[src/rtl/ps2_keyboard_rx_fifo.sv]
// PS/2 keyboard receiver: synchronise, frame, decode E0/F0 prefixes, queue tagged words.
// Word reaches the FIFO SYNC_STAGES+3 clk after the stop-bit edge; a push into a full FIFO drops the word unless popped the same cycle.
module ps2_keyboard_rx_fifo #(
    parameter int FIFO_DEPTH   = 8,
    parameter int TIMEOUT_CYC  = 50000,
    parameter int SYNC_STAGES  = 2,
    parameter int FILTER_BREAK = 1
) (
    input  logic                          clk,
    input  logic                          reset_n,
    input  logic                          PS2KeyboardClk,
    input  logic                          PS2KeyboardData,
    input  logic                          rd_en,
    output logic [9:0]                    IO_to_memcon_data,
    output logic                          fifo_empty,
    output logic                          fifo_full,
    output logic [$clog2(FIFO_DEPTH):0]   fifo_count,
    output logic                          frame_err,
    output logic                          overflow,
    output logic [7:0]                    led
);
    localparam int AW = $clog2(FIFO_DEPTH);
    localparam int CW = AW + 1;
    localparam int TW = $clog2(TIMEOUT_CYC + 1);

    typedef enum logic [1:0] {IDLE, DATA, PARITY, STOP} state_t;

    logic [SYNC_STAGES-1:0] clk_sync;
    logic [SYNC_STAGES-1:0] dat_sync;
    logic                   clk_prev;
    logic                   clk_s;
    logic                   dat_s;
    logic                   ps2_fall;

    state_t      state, state_nxt;
    logic [7:0]  sh, sh_nxt;
    logic [2:0]  bit_cnt, bit_cnt_nxt;
    logic        par_ok, par_ok_nxt;
    logic        err_nxt;
    logic        bvld_nxt;
    logic        timeout;
    logic [TW-1:0] tcnt;

    logic        byte_vld;
    logic [7:0]  byte_dat;
    logic        ext;
    logic        brk;
    logic        push_vld;
    logic [9:0]  push_dat;

    logic [9:0]    mem [FIFO_DEPTH];
    logic [AW-1:0] wr_ptr;
    logic [AW-1:0] rd_ptr;
    logic [CW-1:0] count;
    logic          pop;
    logic          push_ok;

    // Both lines idle high, so the synchronisers reset to 1 to avoid a fake edge.
    always_ff @(posedge clk) begin
        if (!reset_n) begin
            clk_sync <= '1;
            dat_sync <= '1;
            clk_prev <= 1'b1;
        end else begin
            clk_sync <= {clk_sync[SYNC_STAGES-2:0], PS2KeyboardClk};
            dat_sync <= {dat_sync[SYNC_STAGES-2:0], PS2KeyboardData};
            clk_prev <= clk_s;
        end
    end

    assign clk_s    = clk_sync[SYNC_STAGES-1];
    assign dat_s    = dat_sync[SYNC_STAGES-1];
    assign ps2_fall = clk_prev & ~clk_s;

    always_comb begin
        state_nxt   = state;
        sh_nxt      = sh;
        bit_cnt_nxt = bit_cnt;
        par_ok_nxt  = par_ok;
        err_nxt     = 1'b0;
        bvld_nxt    = 1'b0;
        timeout     = 1'b0;
        if (ps2_fall) begin
            case (state)
                IDLE: begin
                    if (!dat_s) begin
                        state_nxt   = DATA;
                        bit_cnt_nxt = 3'd0;
                    end else begin
                        err_nxt = 1'b1;
                    end
                end
                DATA: begin
                    sh_nxt[bit_cnt] = dat_s;
                    bit_cnt_nxt     = bit_cnt + 3'd1;
                    if (bit_cnt == 3'd7) begin
                        state_nxt = PARITY;
                    end
                end
                PARITY: begin
                    par_ok_nxt = ^{sh, dat_s};
                    state_nxt  = STOP;
                end
                STOP: begin
                    if (dat_s && par_ok) begin
                        bvld_nxt = 1'b1;
                    end else begin
                        err_nxt = 1'b1;
                    end
                    state_nxt = IDLE;
                end
                default: state_nxt = IDLE;
            endcase
        end else if (state != IDLE && tcnt == TW'(TIMEOUT_CYC - 1)) begin
            state_nxt = IDLE;
            err_nxt   = 1'b1;
            timeout   = 1'b1;
        end
    end

    always_ff @(posedge clk) begin
        if (!reset_n) begin
            state     <= IDLE;
            sh        <= '0;
            bit_cnt   <= '0;
            par_ok    <= 1'b0;
            frame_err <= 1'b0;
            byte_vld  <= 1'b0;
            byte_dat  <= '0;
        end else begin
            state     <= state_nxt;
            sh        <= sh_nxt;
            bit_cnt   <= bit_cnt_nxt;
            par_ok    <= par_ok_nxt;
            frame_err <= err_nxt;
            byte_vld  <= bvld_nxt;
            if (bvld_nxt) begin
                byte_dat <= sh;
            end
        end
    end

    always_ff @(posedge clk) begin
        if (!reset_n) begin
            tcnt <= '0;
        end else if (ps2_fall || state == IDLE || timeout) begin
            tcnt <= '0;
        end else begin
            tcnt <= tcnt + TW'(1);
        end
    end

    // Prefix bytes only arm the flags; the next ordinary byte carries and clears them.
    always_ff @(posedge clk) begin
        if (!reset_n) begin
            ext      <= 1'b0;
            brk      <= 1'b0;
            push_vld <= 1'b0;
            push_dat <= '0;
        end else begin
            push_vld <= 1'b0;
            if (timeout) begin
                ext <= 1'b0;
                brk <= 1'b0;
            end else if (byte_vld) begin
                if (byte_dat == 8'hE0) begin
                    ext <= 1'b1;
                end else if (byte_dat == 8'hF0) begin
                    brk <= 1'b1;
                end else begin
                    push_vld <= (FILTER_BREAK == 0) || !brk;
                    push_dat <= {ext, brk, byte_dat};
                    ext      <= 1'b0;
                    brk      <= 1'b0;
                end
            end
        end
    end

    assign pop     = rd_en && (count != '0);
    assign push_ok = push_vld && (!fifo_full || pop);

    always_ff @(posedge clk) begin
        if (push_ok) begin
            mem[wr_ptr] <= push_dat;
        end
    end

    always_ff @(posedge clk) begin
        if (!reset_n) begin
            wr_ptr   <= '0;
            rd_ptr   <= '0;
            count    <= '0;
            overflow <= 1'b0;
            led      <= '0;
        end else begin
            overflow <= push_vld && !push_ok;
            if (push_ok) begin
                wr_ptr <= wr_ptr + AW'(1);
                if (!push_dat[8]) begin
                    led <= push_dat[7:0];
                end
            end
            if (pop) begin
                rd_ptr <= rd_ptr + AW'(1);
            end
            count <= count + CW'(push_ok) - CW'(pop);
        end
    end

    assign fifo_count        = count;
    assign fifo_empty        = (count == '0);
    assign fifo_full         = (count == CW'(FIFO_DEPTH));
    assign IO_to_memcon_data = fifo_empty ? '0 : mem[rd_ptr];

endmodule

[config.mk]
export PLATFORM = sky130hd
export DESIGN_NAME = ps2_keyboard_rx_fifo
export DESIGN_NICKNAME = d
export VERILOG_FILES = /design/src/rtl/ps2_keyboard_rx_fifo.sv
export SDC_FILE = /design/constraint.sdc
export NUM_CORES = 1
export LEC_CHECK = 0
export BUFFER_PORTS_ARGS = -buffer_cell sky130_fd_sc_hd__clkbuf_2
export CORE_MARGIN = 2
export CORE_UTILIZATION = 45
export DETAILED_ROUTE_END_ITERATION = 8
export GPL_TIMING_DRIVEN = 0
export HOLD_SLACK_MARGIN = 0.03
export PLACE_DENSITY = 0.67
export RECOVER_POWER = 25
export SLEW_MARGIN = 20
export SYNTH_ARGS = -nofsm -noshare
export SYNTH_HDL_FRONTEND = slang
export SYNTH_SLANG_ARGS = --single-unit
[constraint.sdc]
create_clock -name clk -period 3.4 [get_ports clk]
set_clock_uncertainty 0.15 [all_clocks]
set_input_delay 0.17 -clock clk [delete_from_list [all_inputs] [get_ports clk]]
set_output_delay 0.17 -clock clk [all_outputs]
set_load 0.01 [all_outputs]
==> qor.txt <==
Post-synthesis mux area share - 0.137
Final setup viols - 0
Fin nets - 580
Layout cells sized above 1 - 0.183
Register area share after synthesis - 0.608
Die H - 125 um
Final Core Density - 0.527
Critical path's largest stage delay - 0.80 ns
Slowest-stage cell, CP - nor2_1
Yosys reg bits - 160
Clk Latency, worst-skew pair - 0.43 ns
Die ar. - 0.0156 mm2
Crit-path leading delay family - simple AND/OR/NAND/NOR gates
Worst hold start - dat_sync[0]
IO Count - 31
CP startpoint kind - register
Total Routing Usage GR - 0.175
Hold Slack - 0.267 ns
Core Box Area - 0.0144 mm2
Hold WC Path Type - register to register
Post-route ant nets - 0
GPL Wtd Cong - 0.839
RSZ-0062 raised after global routing - false
CP Capture Type - register
Unique cell type count in the Yosys netlist - 49
Max-Cap Viols - 0
Inst Count DP - 721
Post CTS Setup Buffer Count - 0
Pre-CTS setup slack - 0.396 ns
WL final - 13,000 um
IO Port Bufs - 30
Final worst-path cycle share - 0.855
Slew Viols, Final - 0
Rows - 44
Worst-path cell chain - inv_1, ha_1, or3b_2, clkbuf_1, o21ai_0, or2_2, nor2_1
Post-Synth XOR/XNOR Area - 0.0300
DRC - 0
Initial antenna violation count - 0
CTS clk-pin slew, worst paths - 0.06 ns
Via count - 4,013
Number of diodes - 0
VDD IR max - 359 uV
Reg2reg start - fifo_count[2]
Compound-Gate Fraction of Synth Area - 0.0429
FMAX - 0.344 GHz
Pin slew with the least headroom to its limit - 1.04 ns
Buffers and inverters on the worst path - 2
Clk sink count - 160
Post-synth top flop - edfxtp_1
Cell Pwr Density - 609 mW/mm2
Mapped Area - 0.00659 mm2
CTS tree - done
Area delta synth->final - 15.5%
Vias per std cell - 5.30
DR iter-0 viols - 290
Number of flops mapped to enable cells by yosys - 80
Crit path arrival time - 2.79 ns
Root Driver - clkbuf_16
Worst Setup Slack, final - 0.493 ns
Global-route wire length before repair - 21,200 um
Largest net degree at the start of global routing - 17
Setup TNS - 0 ns
Final hold vios - 0
Mean post-synth cell area - 13.0 um2
Post-Synth Simple-Gate Area - 0.130
Drt wl/cell - 17.1 um
H-tree levels - 4
Relative slew slack - 0.306
Hpwl dp - 8740 um
TritonCTS buffer count - 17
GR Overflow Total - 0
Mapped Cells - 505
Pleak - 2.81 nW
WP data required - 3.29 ns
Main combinational cell family by area after synthesis - multiplexers
Filler instances - 1,229
Adder-cell share of the synthesized area - 0.0296
DR pass1 iterations - 4
FFs w/ async S/R, synth - 0
Max Root-Sink Buffers - 2
Status - finished, final reports clean
Crit path max fanout - 10
Initial core utilization - 0.457
Synth Net Count - 525
Horiz. Die Dim - 125 um
Crit path launch - fifo_count[2]
Most frequent cells in the layout - dfxtp_1 (80), edfxtp_1 (80), nor2_1 (59)
Cell Count, Final, Fillers Out - 757
Minimum clock period - 2.91 ns
Critical path class - register to register
Synth warnings - 0
Vias in the first global route - 4,094
Post_cts resized - 0
what timing repair did:
action | CTS | global route
setup endpoints to repair | 0 | 0
hold buffers | 4 | 0
hold endpoints to repair | 5 | 0
sequential cells by signal, summed over array words and instances (netlist names), 2 cells and up, named ones only:
name / cells
wr_ptr: 3
dat_sync: 2
bit_cnt: 3
sh: 8
byte_dat: 8
clk_sync: 2
fifo_count: 4
led: 8
push_dat: 10
mem: 80
state: 2
rd_ptr: 3
tcnt: 16
cells by family (layout without fill, tap and decap cells):
kind of cell	Yosys count	count (layout)
AOI/OAI and AO/OA	40	40
xor gates and xnor gates	21	21
adders and majority gates	15	15
buffers and inverters	34	102
DFF	160	160
muxes	65	65
and+or+nand+nor	170	170
path summary, 6_finish.rpt:
path / cells past startpoint / to / slack, ns
worst max register to register: 7 / mem[6][8] / 0.49
worst min register to register: 1 / dat_sync[1] / 0.27
worst max-delay path: 7 / mem[6][8] / 0.49
worst min-delay path: 1 / dat_sync[1] / 0.27
cell type report:
type	instances	area, um2	share of cell area
repair buffers	36	208	0.0273
well taps	184	230	0.0303
clock inverters	12	109	0.0143
clock buffers	20	457	0.0600
multi-input cells	311	2450	0.322
inverters	11	41.3	0.00543
plain buffers	23	108	0.0141
flip-flops and latches	160	4000	0.526
cell usage after synthesis (2+ instances only):
library cell | n | area (um2)
or3_1 | 4 | 25.0
buf_6 | 2 | 22.5
nand4_1 | 8 | 50.1
nor2b_1 | 3 | 18.8
xor2_1 | 13 | 114
nor3b_1 | 4 | 30.0
and4_1 | 3 | 26.3
a21o_1 | 4 | 30.0
a32oi_1 | 3 | 26.3
dfxtp_1 | 80 | 1600
and3_1 | 3 | 18.8
a21oi_1 | 13 | 65.1
nor3_1 | 4 | 20.0
mux2i_1 | 45 | 450
and2_1 | 3 | 18.8
mux4_2 | 20 | 450
nand4b_1 | 2 | 17.5
or3b_2 | 2 | 17.5
nand2b_1 | 12 | 75.1
nand3_1 | 8 | 40.0
nand3b_1 | 4 | 30.0
inv_1 | 10 | 37.5
or2_2 | 2 | 12.5
clkbuf_1 | 15 | 56.3
nor2_1 | 63 | 236
nand2_1 | 39 | 146
ha_1 | 14 | 175
o211ai_1 | 4 | 30.0
o21ai_0 | 9 | 45.0
xnor2_1 | 7 | 61.3
edfxtp_1 | 80 | 2400
buf_2 | 5 | 25.0
per-layer routing:
layer / global-route usage / routed length [um] / vias up
li1: - / - / 1947
met1: 0.213 / 5790 / 1984
met2: 0.306 / 6560 / 70
met3: 0.0441 / 472 / 12
met4: 0.0575 / 140 / 0
met5: 0 / 0 / -
stage by stage:
step	total power (W)	instance area [um2]
CTS	0.00468	7600
global placement	0.00287	6970
global route	0.00484	7610
detailed placement	0.00288	6990
finish	0.00463	7610
floorplan	0.00266	6590
where the power goes:
group          total, W  switching [W]  internal [W]
Clock           0.00180       0.000755       0.00105
Combinational  0.000744       0.000408      0.000336
Sequential      0.00209      0.0000358       0.00205
Power figures use the tool's default switching activity.
